### src/rtl/ctrl_convseq_pkg.sv
// Shared types and constants for the sample-rate converter sequencer:
// state encoding, strobe bit positions and the strobe decode.
package ctrl_convseq_pkg;

    typedef enum logic [2:0] {
        S_IDLE, S_CLR, S_HINIT, S_INC, S_HEAD, S_LOAD, S_RUN, S_DONE
    } state_t;

    localparam int NUM_VEC_DEF  = 32;
    localparam int MAX_TAPS_DEF = 1023;

    localparam int STB_W          = 9;
    localparam int B_ADDR_CLR     = 0;
    localparam int B_HEADER_INIT  = 1;
    localparam int B_RINGBUF_INIT = 2;
    localparam int B_COEFF_LOAD   = 3;
    localparam int B_CNT          = 4;
    localparam int B_HEAD_READ    = 5;
    localparam int B_HEAD_INCR    = 6;
    localparam int B_MAC_CLR      = 7;
    localparam int B_CONV_DONE    = 8;

    // Strobe pattern that is active while the sequencer sits in state s.
    function automatic logic [STB_W-1:0] decode_strobes(input state_t s);
        logic [STB_W-1:0] b;
        b = '0;
        case (s)
            S_CLR:   begin b[B_ADDR_CLR] = 1'b1; b[B_RINGBUF_INIT] = 1'b1; end
            S_HINIT: b[B_HEADER_INIT] = 1'b1;
            S_INC:   b[B_HEAD_INCR] = 1'b1;
            S_HEAD:  b[B_HEAD_READ] = 1'b1;
            S_LOAD:  begin
                b[B_COEFF_LOAD]   = 1'b1;
                b[B_RINGBUF_INIT] = 1'b1;
                b[B_MAC_CLR]      = 1'b1;
            end
            S_RUN:   b[B_CNT] = 1'b1;
            S_DONE:  b[B_CONV_DONE] = 1'b1;
            default: b = '0;
        endcase
        return b;
    endfunction

endpackage

### src/rtl/ctrl_convseq_if.sv
// Control bus between the rate controller, the sequencer and the
// address driver / MAC. The slave modport is the sequencer's view.
interface ctrl_convseq_if #(
    parameter int INDEX_WIDTH = 5
);
    logic                   init_req;
    logic                   smp_push;
    logic [INDEX_WIDTH-1:0] smp_vec;
    logic                   conv_start;
    logic [INDEX_WIDTH-1:0] conv_phase;
    logic                   conv_pass;

    logic                   ready;
    logic                   init_done;
    logic                   conv_done;
    logic                   addr_clr;
    logic                   header_init;
    logic                   ringbuf_init;
    logic                   coeff_load;
    logic                   cnt;
    logic                   head_read;
    logic                   head_incr;
    logic [INDEX_WIDTH-1:0] vector_id;
    logic                   mac_clr;
    logic                   mac_en;
    logic                   mac_last;
    logic                   err_wdog;
    logic                   err_ovf;

    modport slave (
        input  init_req, smp_push, smp_vec, conv_start, conv_phase, conv_pass,
        output ready, init_done, conv_done, addr_clr, header_init, ringbuf_init,
               coeff_load, cnt, head_read, head_incr, vector_id, mac_clr,
               mac_en, mac_last, err_wdog, err_ovf
    );

    modport master (
        output init_req, smp_push, smp_vec, conv_start, conv_phase, conv_pass,
        input  ready, init_done, conv_done, addr_clr, header_init, ringbuf_init,
               coeff_load, cnt, head_read, head_incr, vector_id, mac_clr,
               mac_en, mac_last, err_wdog, err_ovf
    );
endinterface

### src/rtl/ctrl_convseq_wdog.sv
// Tap counter for one convolution; flags the cycle on which the
// MAX_TAPS-th count enable arrives.
module ctrl_convseq_wdog #(
    parameter int TAP_WIDTH = 10,
    parameter int MAX_TAPS  = 1023
) (
    input  logic clk,
    input  logic rst,
    input  logic clr,
    input  logic en,
    output logic expired
);
    logic [TAP_WIDTH-1:0] tap;

    always_ff @(posedge clk) begin
        if (rst || clr)
            tap <= '0;
        else if (en)
            tap <= tap + TAP_WIDTH'(1);
    end

    assign expired = en && (tap == TAP_WIDTH'(MAX_TAPS - 1));
endmodule

### src/rtl/ctrl_convseq.sv
// Sequencer for header init, ring-buffer head advance and polyphase
// convolution; strobes are registered copies of the state decode.
module ctrl_convseq
    import ctrl_convseq_pkg::*;
#(
    parameter int INDEX_WIDTH = 5,
    parameter int NUM_VEC     = NUM_VEC_DEF,
    parameter int TAP_WIDTH   = 10,
    parameter int MAX_TAPS    = MAX_TAPS_DEF
) (
    input  logic clk,
    input  logic rst,
    ctrl_convseq_if.slave bus
);
    state_t                 state, state_n;
    logic [STB_W-1:0]       stb;
    logic                   pend;
    logic [INDEX_WIDTH-1:0] pend_vec;
    logic [INDEX_WIDTH-1:0] vid;
    logic                   init_done_q;
    logic                   err_wdog_q;
    logic                   err_ovf_q;
    logic                   expired;
    logic                   hinit_last;
    logic                   pend_clr;
    logic                   run;
    logic                   load;

    // During HINIT vector_id doubles as the entry counter.
    assign hinit_last = (vid == INDEX_WIDTH'(NUM_VEC - 1));
    assign pend_clr   = (state == S_INC);
    assign run        = (state == S_RUN);
    assign load       = (state == S_LOAD);

    ctrl_convseq_wdog #(.TAP_WIDTH(TAP_WIDTH), .MAX_TAPS(MAX_TAPS)) u_wdog (
        .clk     (clk),
        .rst     (rst),
        .clr     (load),
        .en      (run),
        .expired (expired)
    );

    always_comb begin
        state_n = state;
        case (state)
            S_IDLE: begin
                if (bus.init_req)        state_n = S_CLR;
                else if (pend)           state_n = S_INC;
                else if (bus.conv_start) state_n = S_HEAD;
            end
            S_CLR:   state_n = S_HINIT;
            S_HINIT: if (hinit_last) state_n = S_IDLE;
            S_INC:   state_n = S_IDLE;
            S_HEAD:  state_n = S_LOAD;
            S_LOAD:  state_n = S_RUN;
            S_RUN:   if (bus.conv_pass || expired) state_n = S_DONE;
            S_DONE:  state_n = S_IDLE;
            default: state_n = S_IDLE;
        endcase
    end

    always_ff @(posedge clk) begin
        if (rst) begin
            state       <= S_IDLE;
            stb         <= '0;
            pend        <= 1'b0;
            pend_vec    <= '0;
            vid         <= '0;
            init_done_q <= 1'b0;
            err_wdog_q  <= 1'b0;
            err_ovf_q   <= 1'b0;
        end else begin
            state       <= state_n;
            stb         <= decode_strobes(state_n);
            init_done_q <= (state == S_HINIT) && hinit_last;

            case (state_n)
                S_HINIT: vid <= (state == S_HINIT) ? vid + INDEX_WIDTH'(1) : '0;
                S_INC:   vid <= pend_vec;
                S_HEAD:  vid <= bus.conv_phase;
                default: vid <= vid;
            endcase

            // A push landing on the INC cycle re-arms pend cleanly.
            if (bus.smp_push) begin
                pend     <= 1'b1;
                pend_vec <= bus.smp_vec;
                if (pend && !pend_clr) err_ovf_q <= 1'b1;
            end else if (pend_clr) begin
                pend <= 1'b0;
            end

            if (run && !bus.conv_pass && expired) err_wdog_q <= 1'b1;
        end
    end

    assign bus.ready        = (state == S_IDLE) && !pend;
    assign bus.init_done    = init_done_q;
    assign bus.conv_done    = stb[B_CONV_DONE];
    assign bus.addr_clr     = stb[B_ADDR_CLR];
    assign bus.header_init  = stb[B_HEADER_INIT];
    assign bus.ringbuf_init = stb[B_RINGBUF_INIT];
    assign bus.coeff_load   = stb[B_COEFF_LOAD];
    assign bus.cnt          = stb[B_CNT];
    assign bus.head_read    = stb[B_HEAD_READ];
    assign bus.head_incr    = stb[B_HEAD_INCR];
    assign bus.vector_id    = vid;
    assign bus.mac_clr      = stb[B_MAC_CLR];
    assign bus.mac_en       = stb[B_CNT];
    assign bus.mac_last     = run && bus.conv_pass;
    assign bus.err_wdog     = err_wdog_q;
    assign bus.err_ovf      = err_ovf_q;
endmodule
### src/flat_wrapper.sv
// flat-port wrapper written by rule: the top's interface ports become plain ports
module ctrl_convseq_flat import ctrl_convseq_pkg::*;
#(
    parameter int INDEX_WIDTH = 5,
    parameter int NUM_VEC     = NUM_VEC_DEF,
    parameter int TAP_WIDTH   = 10,
    parameter int MAX_TAPS    = MAX_TAPS_DEF
)
  (clk, rst, bus_init_req, bus_smp_push, bus_smp_vec, bus_conv_start, bus_conv_phase, bus_conv_pass, bus_ready, bus_init_done, bus_conv_done, bus_addr_clr, bus_header_init, bus_ringbuf_init, bus_coeff_load, bus_cnt, bus_head_read, bus_head_incr, bus_vector_id, bus_mac_clr, bus_mac_en, bus_mac_last, bus_err_wdog, bus_err_ovf);
  ctrl_convseq_if #(.INDEX_WIDTH(INDEX_WIDTH)) bus_i ();
  input  logic clk;
  input  logic rst;
  input wire logic [$bits(bus_i.init_req)-1:0] bus_init_req;
  input wire logic [$bits(bus_i.smp_push)-1:0] bus_smp_push;
  input wire logic [$bits(bus_i.smp_vec)-1:0] bus_smp_vec;
  input wire logic [$bits(bus_i.conv_start)-1:0] bus_conv_start;
  input wire logic [$bits(bus_i.conv_phase)-1:0] bus_conv_phase;
  input wire logic [$bits(bus_i.conv_pass)-1:0] bus_conv_pass;
  output wire logic [$bits(bus_i.ready)-1:0] bus_ready;
  output wire logic [$bits(bus_i.init_done)-1:0] bus_init_done;
  output wire logic [$bits(bus_i.conv_done)-1:0] bus_conv_done;
  output wire logic [$bits(bus_i.addr_clr)-1:0] bus_addr_clr;
  output wire logic [$bits(bus_i.header_init)-1:0] bus_header_init;
  output wire logic [$bits(bus_i.ringbuf_init)-1:0] bus_ringbuf_init;
  output wire logic [$bits(bus_i.coeff_load)-1:0] bus_coeff_load;
  output wire logic [$bits(bus_i.cnt)-1:0] bus_cnt;
  output wire logic [$bits(bus_i.head_read)-1:0] bus_head_read;
  output wire logic [$bits(bus_i.head_incr)-1:0] bus_head_incr;
  output wire logic [$bits(bus_i.vector_id)-1:0] bus_vector_id;
  output wire logic [$bits(bus_i.mac_clr)-1:0] bus_mac_clr;
  output wire logic [$bits(bus_i.mac_en)-1:0] bus_mac_en;
  output wire logic [$bits(bus_i.mac_last)-1:0] bus_mac_last;
  output wire logic [$bits(bus_i.err_wdog)-1:0] bus_err_wdog;
  output wire logic [$bits(bus_i.err_ovf)-1:0] bus_err_ovf;
  assign bus_i.init_req = bus_init_req;
  assign bus_i.smp_push = bus_smp_push;
  assign bus_i.smp_vec = bus_smp_vec;
  assign bus_i.conv_start = bus_conv_start;
  assign bus_i.conv_phase = bus_conv_phase;
  assign bus_i.conv_pass = bus_conv_pass;
  assign bus_ready = bus_i.ready;
  assign bus_init_done = bus_i.init_done;
  assign bus_conv_done = bus_i.conv_done;
  assign bus_addr_clr = bus_i.addr_clr;
  assign bus_header_init = bus_i.header_init;
  assign bus_ringbuf_init = bus_i.ringbuf_init;
  assign bus_coeff_load = bus_i.coeff_load;
  assign bus_cnt = bus_i.cnt;
  assign bus_head_read = bus_i.head_read;
  assign bus_head_incr = bus_i.head_incr;
  assign bus_vector_id = bus_i.vector_id;
  assign bus_mac_clr = bus_i.mac_clr;
  assign bus_mac_en = bus_i.mac_en;
  assign bus_mac_last = bus_i.mac_last;
  assign bus_err_wdog = bus_i.err_wdog;
  assign bus_err_ovf = bus_i.err_ovf;
  ctrl_convseq #(.INDEX_WIDTH(INDEX_WIDTH), .NUM_VEC(NUM_VEC), .TAP_WIDTH(TAP_WIDTH), .MAX_TAPS(MAX_TAPS)) u_core (.clk(clk), .rst(rst), .bus(bus_i));
endmodule
### config.mk
export PLATFORM = sky130hd
export DESIGN_NAME = ctrl_convseq_flat
export DESIGN_NICKNAME = d
export VERILOG_FILES = /design/src/rtl/ctrl_convseq_pkg.sv /design/src/rtl/ctrl_convseq_if.sv /design/src/rtl/ctrl_convseq_wdog.sv /design/src/rtl/ctrl_convseq.sv /design/src/flat_wrapper.sv
export SDC_FILE = /design/constraint.sdc
export NUM_CORES = 1
export LEC_CHECK = 0
export BUFFER_PORTS_ARGS = -buffer_cell sky130_fd_sc_hd__buf_2
export CORE_UTILIZATION = 35
export DETAILED_ROUTE_END_ITERATION = 12
export PLACE_DENSITY = 0.67
export REMOVE_ABC_BUFFERS = 1
export SLEW_MARGIN = 40
export SYNTH_ARGS = -nofsm -noshare
export SYNTH_HDL_FRONTEND = slang
export SYNTH_HIERARCHICAL = 1
export SYNTH_SLANG_ARGS = --single-unit
### constraint.sdc
create_clock -name clk -period 2.97 [get_ports clk]
set_input_delay 0.594 -clock clk [delete_from_list [all_inputs] [get_ports clk]]
set_output_delay 0.594 -clock clk [all_outputs]
set_load 0.05 [all_outputs]
Word level (Yosys, flattened, before mapping)
Cells that the tools add are included.
Cells by class
  $add $sub $neg: 2
  equality and inequality tests: 16
  muxes and demuxes: 18
  reduce and logical (&&, ||, !) cells: 18
Operators with widths (count)
  == test 3 bit, second input constant: 8
  case mux 3 bit (7 select lines): 1
  two-way mux 3 bit: 5
  case mux 5 bit (3 select lines): 1
  == test 3 x 2 -> 1 bit, second input constant: 4
  adder 10 x 1 -> 10 bit, second input constant: 1
  == test 10 bit, second input constant: 1
  two-way mux 1 bit: 10
  logical AND 1 bit: 7
  == test 3 x 1 -> 1 bit, second input constant: 2
  adder 5 x 1 -> 5 bit, second input constant: 1
  == test 5 bit, second input constant: 1
  two-way mux 5 bit: 1
  OR reduction 2 bit: 2
  logical NOT 1 bit: 3
  logical NOT 3 bit: 1
  nonzero test 3 bit: 1
  logical OR 1 bit: 2
  AND reduction 2 bit: 1
  nonzero test 2 bit: 1
Storage, ports and cells
  register bits after elaboration: 36
  output and inout port bits: 20
  logic and storage cells: 63

Depth between registers and ports, before layout
  depth after elaboration: 8
  gate-level depth with buffers: 10

By module
Netlist, hierarchy kept.
By module, submodules not included
  ctrl_convseq: times used 1, cells an instance 125, area an instance 1143.6 um^2
  ctrl_convseq_wdog: times used 1, cells an instance 55, area an instance 473.0 um^2

Least setup slack after synthesis
Ideal clock, no wire load.
  kind: reg2out
  from: reg u_core.pend
  to: out bus_ready
  arrival time: 2.037 ns
  slack: 0.339 ns
  cell stages (with the launch flop): 3
  path through: dfxtp_1 buf_2 nor4_1
Between the ends
  word-level cells in the longest chain between the ends: 2
RTL lines
  start: declaration: line ctrl_convseq.sv:17  | logic pend;
  start signal: assignment: line ctrl_convseq.sv:66  | pend <= 1'b0;
  start signal: assignment: line ctrl_convseq.sv:86  | pend <= 1'b1;
  start signal: assignment: line ctrl_convseq.sv:90  | pend <= 1'b0;
  logical NOT 1 bit: line ctrl_convseq.sv:97  | assign bus.ready = (state == S_IDLE) && !pend;
  logical AND 1 bit: line ctrl_convseq.sv:97
  end: declaration: line flat_wrapper.sv:19  | output wire logic [$bits(bus_i.ready)-1:0] bus_ready;
Every way passes these cells.

Worst setup path after layout
  from: reg u_core.state[2]
  to: reg u_core.stb[0]
Between the ends
  word-level cells in the longest chain between the ends: 7
RTL lines
  start: declaration: line ctrl_convseq.sv:15  | state_t state, state_n;
  start signal: assignment: line ctrl_convseq.sv:73  | state <= state_n;
  == test 3 bit: line ctrl_convseq.sv:32  | assign run = (state == S_RUN);
  named net u_core.run: line ctrl_convseq.sv:26  | logic run;
  logical AND 1 bit: line ctrl_convseq_wdog.sv:22  | assign expired = en && (tap == TAP_WIDTH'(MAX_TAPS - 1));
  named net u_core.expired: line ctrl_convseq.sv:23  | logic expired;
  logical OR 1 bit: line ctrl_convseq.sv:56  | S_RUN: if (bus.conv_pass || expired) state_n = S_DONE;
  two-way mux 3 bit: line ctrl_convseq.sv:56
  case mux 3 bit (7 select lines): line ctrl_convseq.sv:45  | case (state)
  == test 3 x 1 -> 1 bit: line ctrl_convseq_pkg.sv:27  | case (s)
  two-way mux 1 bit: line ctrl_convseq_pkg.sv:27
  end signal: assignment: line ctrl_convseq.sv:74  | stb <= decode_strobes(state_n);
  end: declaration: line ctrl_convseq.sv:16  | logic [STB_W-1:0] stb;
The timed path passes the listed nets, and every way through them passes these cells.
A chain may end at the register's enable or synchronous reset.

==> impl_metrics.toml <==
[sta]
hold_viol = 0
worst_pin_slew_ns = 0.632
slew_viol_final = 0
fin_hold_ws_ns = 0.483
period_needed_ns = 2.34
rsz0062_at_grt = "false"
max_freq_ghz = 0.427
fin_crit_sh = 0.789
setup_viol = 0
max_slew_margin = 0.575
finClkSkew_ns = 0.00677
setup_tns_ns = 0

[drt]
drc_errors = 0
ant_nets = 0
viasPerCell = 5.15
dr.pass1.iters = 4
drtIter0Drc = 104
wl_per_cell_um = 12.7
wirelength_um = 3330
num_vias = 1355

[cts]
cts_buffer_depth = 2
tritoncts = "built"
clk_pin_slew_ns = 0.07
cts_buffers = 5
clock_latency_ns = 0.29
cts_hold_repair.buffers = 0
cts_root_buffer = "clkbuf_8"
cts_resized = 0
clock_sinks = 35
post-cts-setup-buffers = 0
htree_levels = 2

[logic_synthesis]
ys_async_sr_fraction = 0
synth_common_cells = "dfxtp_1 (35), nor2_1 (27), inv_1 (9), a21oi_1 (8), nand2_1 (8)"
synth.top_cell.area_share = 0.433
postSynthAreaPerCell_um2 = 8.98
synthCells = 180
synth_edf_count = 0
synth.distinct_cells = 45
synth.area.top_cells = "dfxtp_1 (43%), nor2_1 (6.3%), mux2i_1 (3.7%)"
yosysSeqAreaShare = 0.433
synth_top_area_cell = "dfxtp_1"
ys_ff_latch = 35
synth-main-ff-cell = "dfxtp_1"
ys.warnings.count = 6
yosysMostFrequentCell = "dfxtp_1"
syn_area_um2 = 1620

[power]
p_per_area_nw_per_um2 = 634
ir_worst_vdd_v = 0.000286
p_leak_nw = 0.779

[global_routing]
grt_overflow = 0
antenna_found_initial = 0
grt_pass1_wl_um = 5470
grt_max_degree = 26
first_global_vias = 1212
track_usage = 0.143

[cells_and_area]
instances_no_fill = 263
drive_gt1_frac = 0.227
syn2layout_area_growth_pct = 15.3
antenna_cells = 0
nets = 230
fillers = 438

[floorplan]
core-area_um2 = 4380
dieArea_um2 = 4890
initial_core_util = 0.369
die_w_um = 70.0
die_y_um = 70.0
rows = 24
pin_count = 36

[setup_path]
path_class = "flip-flop to flip-flop"
timing.rr.end = "u_core/stb[0]"
rrSetupSlack_ns = 0.63
cp_max_fo = 14
critPathCaptureType = "flip-flop"
reg2reg_from = "u_core/state[2]"
r2r_cells = 9
worstPathRequired_ns = 3.18
cp-start-kind = "flip-flop"
crit_arrival_ns = 2.55

[place]
dp_cells = 255
dp_hpwl_um = 2290
portBuffers = 35
gp_congestion = 0.752

[min_path]
hold_end = "u_core/u_wdog/tap[9]"
timing.hold.worst.class = "flip-flop to flip-flop"
holdPathStages = 2
timing.hold.worst.start = "u_core/u_wdog/tap[9]"

[outcome]
status = "finished clean"

[run]
cap_violations = 0
## flip-flops by register name, summed over array words and instances, names as in the netlist, 3 cells and up
signal / count
u_core/state: 3
u_core/bus.vector_id: 5
u_core/u_wdog/tap: 10
u_core/pend_vec: 5
u_core/stb: 8
## worst max path at each step
stage	start	end
3_5_place_dp	u_core/state[1]	u_core/stb[0]
6_report	u_core/state[2]	u_core/stb[0]
5_1_grt	u_core/state[2]	u_core/stb[0]
2_1_floorplan	u_core/state[0]	bus_ready
3_3_place_gp	u_core/state[2]	u_core/stb[0]
4_1_cts	u_core/state[2]	u_core/stb[0]
## power breakdown
group | switching [mW] | internal, mW | leakage, nW
logic | 0.207 | 0.0925 | 0.451
registers | 0.0463 | 0.506 | 0.286
clock network | 0.166 | 0.164 | 0.0422
## through the flow
step                worst slack [ns]  power [mW]  cell area, um^2   util
floorplan                      0.412       0.778             1540      -
global placement               0.682       0.856             1780  0.407
detailed placement             0.628       0.860             1780  0.407
CTS                            0.608        1.19             1860  0.425
global route                   0.237        1.24             1860  0.425
finish                         0.628        1.18             1860  0.425
## cell usage in the layout, fill, tap and decap left out, types with 2 or more instances in the layout
cell and n:
or4_1 2, ha_1 4, nand2_1 8, clkbuf_1 2, xnor2_1 2, inv_1 9, nor3b_1 3, nor2b_1 3
nor4_1 3, a21oi_1 8, xor2_1 3, nor3_1 5, nor4b_1 2, and3_1 2, a32oi_1 3, nand3_1 6
or3_1 3, o21ai_0 4, nand2b_1 2, mux2i_1 6, nand4_1 3, buf_2 35, clkbuf_8 5, nor2_1 27
a31oi_1 2, a311oi_1 4, dfxtp_1 35, o31ai_1 2
## kinds of logic after synthesis
family	after synthesis	share of synthesized area
AO/OA/AOI/OAI	34	0.156
AND/OR/NAND/NOR	74	0.245
XOR/XNOR	5	0.0271
buffers and inverters	22	0.0712
multiplexers	6	0.0372
adder cells (fa/ha/maj)	4	0.0310
flip-flops	35	0.433
## cell type report
cell class | instances | area [um^2] | area share
multi-input cells | 123 | 801 | 0.430
flip-flops and latches | 35 | 701 | 0.376
repair buffers | 36 | 183 | 0.0980
clock buffers | 7 | 76.3 | 0.0409
well taps | 52 | 65.1 | 0.0349
inverters | 9 | 33.8 | 0.0181
clock inverters | 1 | 5.00 | 0.00268
## routing by layer
layer  up-vias  routed length (um)  GRT usage
met2        37                1410      0.204
met4         0                  44     0.0533
met1       617                1620      0.189
met5         -                   0          0
li1        694                   -          -
met3         7                 254     0.0635
## critical path: stages (launching register included)
cell and delay [ns]:
dfxtp_1 0.62, inv_1 0.15, nor2_1 0.13, buf_4 0.16
nand3_2 0.12, nor4_1 0.32, o21ai_1 0.14, a211oi_2 0.27
nand2b_1 0.15, nor3b_1 0.19
(Power assumes the default switching activity.)
